$ cat config.mk
export PLATFORM = sky130hd
export DESIGN_NAME = dram_req_queue
export DESIGN_NICKNAME = d
export VERILOG_FILES = /design/src/rtl/dram_pkg.sv /design/src/rtl/dram_req_fifo.sv /design/src/rtl/dram_req_queue.sv
export SDC_FILE = /design/constraint.sdc
export NUM_CORES = 1
export LEC_CHECK = 0
export BUFFER_PORTS_ARGS = -buffer_cell sky130_fd_sc_hd__buf_4
export CAP_MARGIN = 0
export CORE_AREA = 2 2 79 100
export CTS_CLUSTER_SIZE = 12
export DETAILED_ROUTE_END_ITERATION = 8
export DIE_AREA = 0 0 81 102
export GPL_TIMING_DRIVEN = 1
export PLACE_DENSITY = 0.7
export SETUP_SLACK_MARGIN = 0.05
export SYNTH_ARGS = -nofsm -noshare
export SYNTH_HDL_FRONTEND = slang
export SYNTH_SLANG_ARGS = --single-unit
$ cat constraint.sdc
create_clock -name u_clk -period 2.8 [get_ports u_clk]
set_clock_uncertainty 0.05 [all_clocks]
set_input_delay 0.42 -clock u_clk [delete_from_list [all_inputs] [get_ports u_clk]]
set_output_delay 0.42 -clock u_clk [all_outputs]
set_load 0.01 [all_outputs]
$ cat src/rtl/dram_pkg.sv
// Shared definitions for the DRAM request queue: FSM state encoding,
// command encoding and the FIFO entry layout {we, addr, wdata}.
package dram_pkg;

    typedef enum logic [1:0] {
        S_IDLE  = 2'd0,
        S_ISSUE = 2'd1,
        S_RUN   = 2'd2,
        S_RDATA = 2'd3
    } state_e;

    localparam logic CMD_WRITE = 1'b1;
    localparam logic CMD_READ  = 1'b0;

    // Width of one queued request: write flag, address, write data.
    function automatic int entry_width(input int aw, input int dw);
        return 1 + aw + dw;
    endfunction

endpackage

$ cat src/rtl/dram_req_fifo.sv
// DEPTH-entry synchronous FIFO with extra-MSB pointers for full/empty.
// The head entry is presented combinationally on data_o.
module dram_req_fifo #(
    parameter int WIDTH = 15,
    parameter int DEPTH = 4
) (
    input  logic             clk_i,
    input  logic             rst_n_i,
    input  logic             push_i,
    input  logic [WIDTH-1:0] data_i,
    input  logic             pop_i,
    output logic [WIDTH-1:0] data_o,
    output logic             full_o,
    output logic             empty_o
);
    localparam int PW = $clog2(DEPTH) + 1;

    logic [WIDTH-1:0] mem_q [DEPTH];
    logic [PW-1:0]    wr_q, wr_d;
    logic [PW-1:0]    rd_q, rd_d;

    assign wr_d = wr_q + {{(PW-1){1'b0}}, push_i};
    assign rd_d = rd_q + {{(PW-1){1'b0}}, pop_i};

    // Storage is not reset; only the pointers define validity.
    always_ff @(posedge clk_i) begin
        if (push_i) mem_q[wr_q[PW-2:0]] <= data_i;
    end

    // Pointer registers.
    always_ff @(posedge clk_i or negedge rst_n_i) begin
        if (!rst_n_i) begin
            wr_q <= '0;
            rd_q <= '0;
        end else begin
            wr_q <= wr_d;
            rd_q <= rd_d;
        end
    end

    assign data_o  = mem_q[rd_q[PW-2:0]];
    assign empty_o = (wr_q == rd_q);
    assign full_o  = (wr_q[PW-1] != rd_q[PW-1]) && (wr_q[PW-2:0] == rd_q[PW-2:0]);

endmodule

$ cat src/rtl/dram_req_queue.sv
// Host-side request queue in front of the DRAM controller. Issues one request
// at a time, confirms execution by snooping RAS_n/CAS_n, replays requests
// displaced by refresh and returns read data in order.
// Optional DRAM_REQ_QUEUE_STATS_EN adds saturating read/write/replay counters.
module dram_req_queue
    import dram_pkg::*;
#(
    parameter int ADDR_WIDTH = 12,
    parameter int DATA_WIDTH = 2,
    parameter int DEPTH      = 4
) (
    input  logic                  u_clk,
    input  logic                  u_rst_n,
    input  logic                  req_valid,
    output logic                  req_ready,
    input  logic                  req_we,
    input  logic [ADDR_WIDTH-1:0] req_addr,
    input  logic [DATA_WIDTH-1:0] req_wdata,
    output logic                  rsp_valid,
    output logic [DATA_WIDTH-1:0] rsp_data,
    output logic                  ctl_en,
    output logic [ADDR_WIDTH-1:0] ctl_addr,
    output logic                  ctl_cmd,
    output logic [DATA_WIDTH-1:0] ctl_wdata,
    input  logic                  ctl_cmd_ack,
    input  logic                  ctl_busy,
    input  logic [DATA_WIDTH-1:0] ctl_rdata,
    input  logic                  ctl_rdata_vld,
    input  logic                  mon_ras_n,
    input  logic                  mon_cas_n
`ifdef DRAM_REQ_QUEUE_STATS_EN
    ,
    output logic [15:0]           stat_rd,
    output logic [15:0]           stat_wr,
    output logic [15:0]           stat_replay
`endif
);
    localparam int EW = entry_width(ADDR_WIDTH, DATA_WIDTH);

    state_e                state_q, state_d;
    logic                  col_seen_q, col_seen_d;
    logic                  rsp_valid_q;
    logic [DATA_WIDTH-1:0] rsp_data_q;
    logic                  full, empty, push, retire, replay, rsp_load;
    logic                  head_we, col_now, col_hit;
    logic [EW-1:0]         head;

    assign push      = req_valid & ~full;
    assign req_ready = ~full;

    dram_req_fifo #(.WIDTH(EW), .DEPTH(DEPTH)) u_fifo (
        .clk_i   (u_clk),
        .rst_n_i (u_rst_n),
        .push_i  (push),
        .data_i  ({req_we, req_addr, req_wdata}),
        .pop_i   (retire),
        .data_o  (head),
        .full_o  (full),
        .empty_o (empty)
    );

    assign {head_we, ctl_addr, ctl_wdata} = head;
    assign ctl_cmd = head_we;

    // A column command is RAS_n high with CAS_n low; refresh drives both low.
    assign col_now = mon_ras_n & ~mon_cas_n;
    assign col_hit = col_seen_q | col_now;

    // Issue FSM: next state, controller enable and retire/replay decisions.
    always_comb begin
        state_d    = state_q;
        col_seen_d = col_seen_q;
        ctl_en     = 1'b0;
        retire     = 1'b0;
        replay     = 1'b0;
        rsp_load   = 1'b0;
        case (state_q)
            S_IDLE: begin
                if (!empty) state_d = S_ISSUE;
            end
            S_ISSUE: begin
                ctl_en     = 1'b1;
                col_seen_d = 1'b0;
                if (ctl_cmd_ack) state_d = S_RUN;
            end
            S_RUN: begin
                // Dropping enable with busy keeps the controller parked in idle.
                ctl_en = ctl_busy;
                if (col_now) col_seen_d = 1'b1;
                if (!ctl_busy) begin
                    if (!col_hit) begin
                        replay  = 1'b1;
                        state_d = S_ISSUE;
                    end else begin
                        case (head_we)
                            CMD_WRITE: begin
                                retire  = 1'b1;
                                state_d = S_IDLE;
                            end
                            CMD_READ: state_d = S_RDATA;
                        endcase
                    end
                end
            end
            S_RDATA: begin
                if (ctl_rdata_vld) begin
                    rsp_load = 1'b1;
                    retire   = 1'b1;
                    state_d  = S_IDLE;
                end
            end
            default: state_d = S_IDLE;
        endcase
    end

    // State, column-seen flag and response register.
    always_ff @(posedge u_clk or negedge u_rst_n) begin
        if (!u_rst_n) begin
            state_q     <= S_IDLE;
            col_seen_q  <= 1'b0;
            rsp_valid_q <= 1'b0;
            rsp_data_q  <= '0;
        end else begin
            state_q     <= state_d;
            col_seen_q  <= col_seen_d;
            rsp_valid_q <= rsp_load;
            if (rsp_load) rsp_data_q <= ctl_rdata;
        end
    end

    assign rsp_valid = rsp_valid_q;
    assign rsp_data  = rsp_data_q;

`ifdef DRAM_REQ_QUEUE_STATS_EN
    logic [15:0] stat_rd_q, stat_wr_q, stat_replay_q;

    // Saturating retire/replay counters.
    always_ff @(posedge u_clk or negedge u_rst_n) begin
        if (!u_rst_n) begin
            stat_rd_q     <= '0;
            stat_wr_q     <= '0;
            stat_replay_q <= '0;
        end else begin
            if (retire && head_we == CMD_READ && stat_rd_q != 16'hFFFF)
                stat_rd_q <= stat_rd_q + 16'd1;
            if (retire && head_we == CMD_WRITE && stat_wr_q != 16'hFFFF)
                stat_wr_q <= stat_wr_q + 16'd1;
            if (replay && stat_replay_q != 16'hFFFF)
                stat_replay_q <= stat_replay_q + 16'd1;
        end
    end

    assign stat_rd     = stat_rd_q;
    assign stat_wr     = stat_wr_q;
    assign stat_replay = stat_replay_q;
`endif

endmodule

**Word-level counts from Yosys, hierarchy flattened**

Memories as Yosys holds them, arrays and structs flattened.
Index checks and enable logic that the tools add are counted.

- Register bits after elaboration: 12
- Bits in latches: 0
- Memory bits (writable): 60
- Memory bits (read-only): 0
- Bits of input ports: 25
- Output and inout bits: 20
- Memories: 1

- Add/sub/neg operators: 2
- Multipliers: 0
- Div/mod/pow operators: 0
- Order comparisons: 0
- Eq/ne operators: 11
- Shift operators: 0
- Muxes and demuxes: 18
- Bitwise gates (word level): 6
- Reductions and logical operators: 5

Memories:

| memory | words | width | read ports | clocked after memory_dff | write ports | RTL line | text |
|---|---|---|---|---|---|---|---|
| u_fifo.mem_q | 4 | 15 | 1 | 0 | 1 | dram_req_fifo.sv:18 | `logic [WIDTH-1:0] mem_q [DEPTH];` |

Operators by type and width:

| operator | number |
|---|---|
| $mux 2 | 5 |
| $ne 2x2->1 const B | 5 |
| $mux 1 | 8 |
| $pmux 2 s4 | 1 |
| $add 3x1->3 | 2 |
| $pmux 1 s2 | 3 |
| $eq 2x2->1 const B | 2 |
| $pmux 2 s2 | 1 |
| $reduce_and 4->1 | 1 |
| $eq 3x3->1 | 1 |
| $not 1->1 | 3 |
| $and 1x1->1 | 2 |
| $eq 2x1->1 const B | 1 |
| $eq 2x2->1 | 1 |
| $logic_not 2->1 | 1 |
| $reduce_and 2->1 | 1 |
| $reduce_bool 2->1 | 1 |
| $logic_and 1x1->1 | 1 |
| $ne 1x1->1 | 1 |
| $or 1x1->1 | 1 |

**Depth between registers and ports, before layout**

- Word-level depth: 7
- Gate-level depth with buffers: 8
- Mapped depth without buffers: 7

**Hierarchy**

From an unflattened synthesis, not the netlist that was laid out.

- Cells, all modules: 138
- Area total of the unflattened synthesis: 2862.7 um^2

Modules (own cells, without submodules):

| module | times used | cells each | area each (um^2) |
|---|---|---|---|
| dram_req_fifo | 1 | 101 | 2489.9 |
| dram_req_queue | 1 | 37 | 372.9 |

**Worst setup path after synthesis**

Ideal clock, no wire load.

- Path kind: register -> register
- Start: register u_fifo.rd_q[1]
- End: memory u_fifo.mem_q[2][0] (enable)
- Arrival time: 2.132 ns
- Required time: 2.341 ns
- Slack: 0.209 ns
- Stages on the path, launching flop included: 6
- Buffers on the path: 1
- Cells stage by stage: dfrtp_1 -> buf_4 -> xnor2_1 -> nand3_1 -> nand2_1 -> nor3b_1

- Cells in the longest elaborated chain, start to end: 6

Ends and longest elaborated chain:

| element | RTL line | text |
|---|---|---|
| from (decl) | dram_req_fifo.sv:20 | `logic [PW-1:0] rd_q, rd_d;` |
| from (signal assigned) | dram_req_fifo.sv:37 | `rd_q <= rd_d;` |
| $eq 2x2->1 | dram_req_fifo.sv:43 | `assign full_o = (wr_q[PW-1] != rd_q[PW-1]) && (wr_q[PW-2:0] == rd_q[PW-2:0]);` |
| $logic_and 1x1->1 | dram_req_fifo.sv:43 |  |
| $not 1->1 | - |  |
| net req_ready | dram_req_queue.sv:15 | `output logic req_ready,` |
| $and 1x1->1 | dram_req_queue.sv:48 | `assign push = req_valid & ~full;` |
| $mux 1 | dram_req_fifo.sv:27 | `if (push_i) mem_q[wr_q[PW-2:0]] <= data_i;` |
| $mux 1 (implied by the code) | dram_req_fifo.sv:27 |  |
| to (decl) | dram_req_fifo.sv:18 |  |

The timed path passes the listed nets, and every way through them passes these cells.

**Worst setup path in the final report**

- Start: register u_fifo.rd_q[0]
- End: output ctl_addr[0]

- Cells in the longest elaborated chain, start to end: 1

Ends and longest elaborated chain:

| element | RTL line | text |
|---|---|---|
| $mem_v2 4x15 | - |  |
| to (decl) | dram_req_queue.sv:22 | `output logic [ADDR_WIDTH-1:0] ctl_addr,` |

Every way passes these cells.

==> impl_metrics.csv <==
group,metric,value,unit
power,irDropWorstVdd,0.5749,mV
detailed_routing,drt_wl_total,5048,microns
sta,tns,0,ns
detailed_routing,first_iter_violations,69,
cts,ctsResizeCount,0,
sta,fmax,436.7,MHz
final_layout,diodes,0,
logic_synthesis,synth_top_area_share,0.6269,
final_layout,fin_area,3531,sq um
placement,dp_slack,0.6586,ns
cts,h-tree-depth,3,
setup_path,crit_path_start_kind,"flip-flop",
grt,grt_antenna_before_repair,0,
sta,hold_viol_final,0,
final_layout,layout-drive-gt1-share,0.3922,
logic_synthesis,synth.distinct_cells,31,
floorplanning,core,7269,sq um
logic_synthesis,synthTopCellsByCount,"60 x edfxtp_1, 12 x dfrtp_1, 11 x mux4_2",
logic_synthesis,synth-edff-count,60,
power,power_frac_seq,0.432,
hold_path,whs_path_depth,1,
floorplanning,io_pins,45,
detailed_routing,dr.pass1.iters,4,
logic_synthesis,synth_ff_type,"edfxtp_1",
logic_synthesis,syn_inst,142,
final_layout,final_nets,233,
cts,cts.root.buffer_cell,"clkbuf_8",
setup_path,critPathCaptureType,"output pin",
sta,slew_headroom,0.4637,
logic_synthesis,synth_area_leaders,"edfxtp_1 63%, dfrtp_1 10%, mux4_2 8.6%",
power,intPower,2.567,mW
logic_synthesis,syn-mean-instance-area,20.24,sq um
final_layout,finalNonFillerCells,296,
final_layout,area_delta_synth_final,22.86,%
grt,grt_use_total,0.1371,
setup_path,cp_max_fo,17,
cts,postCtsSetupRepairBufs,0,
flow_run,cap_violations,0,
logic_synthesis,ys_seq_elements,72,
floorplanning,die_h,102,microns
floorplanning,initial_utilization,0.3954,
logic_synthesis,synth_nets,176,
detailed_routing,ant_nets,0,
placement,dp_cells,279,
power,power.total,3.701,mW
grt,grt_pass1_wl,8004,microns
placement,gp_congestion,0.7440,
logic_synthesis,async_flop_share,0.1667,
grt,grt_max_degree,19,
setup_path,cp.required,2.33,ns
sta,worst_slack,0.5103,ns
sta,worstMarginPinSlew,0.8044,ns
setup_path,timing.critical_path.arrival,1.82,ns
cts,cts_hold_buf,1,
floorplanning,die_area,8262,sq um
power,p_clk_frac,0.196,
placement,placed_area,3341,sq um
final_layout,final_core_util,0.4857,
logic_synthesis,yosysSeqAreaShare,0.7314,
power,p_leak,1.345,nW
placement,portBuffers,44,
cts,clock_sinks,72,
detailed_routing,via_per_inst,4.889,
cts,tritoncts,"done",
sta,fin_hold_ws,0.2273,ns
grt,grt_pass1_vias,1639,
floorplanning,die_x,81,microns
sta,rsz0062_at_grt,"no",
outcome,status,"finished, final reports clean",
logic_synthesis,synth.most_common_cell,"edfxtp_1",
power,swShare,0.3065,
detailed_routing,drcViolationCount,0,
cts,cts_inserted_buffers,9,
sta,period_share,0.8178,
hold_path,min_path_type,"input port to flip-flop",
detailed_routing,wl_per_cell,17.05,microns
logic_synthesis,synth_top_area_cell,"edfxtp_1",
setup_path,critPathKind,"flip-flop to output pin",
detailed_routing,vias,1447,
logic_synthesis,yosysWarnings,0,
floorplanning,rows,35,
power,p_per_area,1048,nW/um^2
cts,clk_latency,0.33,ns
logic_synthesis,netlist_area,2874,sq um
power,power.net_switching,1.134,mW
sta,setup_viol,0,
power,comb_power_share,0.372,
cts,clk_pin_slew,0.07,ns
grt,grt_remaining_overflow,0,
placement,dp_hpwl,3329,microns
sta,fin_crit,2.290,ns
setup_path,worst_r2r_path_depth,5,
sta,slew_violations,0,
cts,cts_buffer_depth,2,
## power groups by stage
| stage | registers (mW) | logic, mW | clock network (mW) |
|---|---|---|---|
| floorplan | 1.59 | 0.872 | 0 |
| global placement | 1.60 | 1.39 | 0 |
| detailed placement | 1.62 | 1.41 | 0 |
| CTS | 1.60 | 1.42 | 0.753 |
| global route | 1.62 | 1.53 | 0.793 |
| finish | 1.60 | 1.38 | 0.725 |
## path summary, 6_finish.rpt
kind                                       endpoint            from  slack (ns)
worst max register to register   u_fifo.mem_q[3][7]  u_fifo.wr_q[1]        0.70
worst min-delay path            u_fifo.mem_q[2][10]     req_addr[8]        0.23
worst min register to register       u_fifo.rd_q[2]  u_fifo.rd_q[2]        0.44
max in group asynchronous            u_fifo.wr_q[2]         u_rst_n        2.14
min in group asynchronous                col_seen_q         u_rst_n        0.41
worst max-delay path                    ctl_addr[0]  u_fifo.rd_q[0]        0.51
## worst max-delay path, cell delays in order, from the launching register on
cell     delay (ns)
dfrtp_1        0.36
buf_4          0.33
mux4_1         0.63
buf_4          0.17
## layout by cell type, fill, tap and decap left out, types with 3 or more instances in the layout
cell,instances
nand2_1,3
dfrtp_1,12
mux4_2,11
clkbuf_8,12
ha_1,9
edfxtp_1,60
xor2_1,3
inv_1,9
buf_4,49
clkbuf_1,4
mux4_1,3
## layout make-up
| cell class | count | area, sq um |
|---|---|---|
| Tap cell | 92 | 115.1 |
| Timing Repair Buffer | 50 | 377.9 |
| Multi-Input combinational cell | 57 | 721.9 |
| Fill cell | 629 | 3739 |
| Sequential cell | 72 | 2102 |
| Clock buffer | 16 | 180.2 |
| Inverter | 9 | 33.78 |
## flip-flops by register name, indices dropped and copies added, names as in the netlist
| register | count |
|---|---|
| rsp_valid | 1 |
| u_fifo.rd_q | 3 |
| state_q | 2 |
| col_seen_q | 1 |
| u_fifo.mem_q | 60 |
| rsp_data | 2 |
| u_fifo.wr_q | 3 |
## layer usage
metal | GRT usage | routed length, microns
met1 | 0.1646 | 2141
met2 | 0.2212 | 2520
met3 | 0.05300 | 335
met4 | 0.05737 | 51
met5 | 0 | 0
## cells by family after synthesis
family / Yosys count / share of synthesized area
flip-flops: 72 / 0.7314
multiplexers: 19 / 0.1397
buffers and inverters: 13 / 0.02263
AND/OR/NAND/NOR: 13 / 0.02655
AO/OA/AOI/OAI: 11 / 0.02525
adder cells (fa/ha/maj): 9 / 0.03918
XOR/XNOR: 5 / 0.01524
No activity file was read; power rests on OpenSTA's default activity.
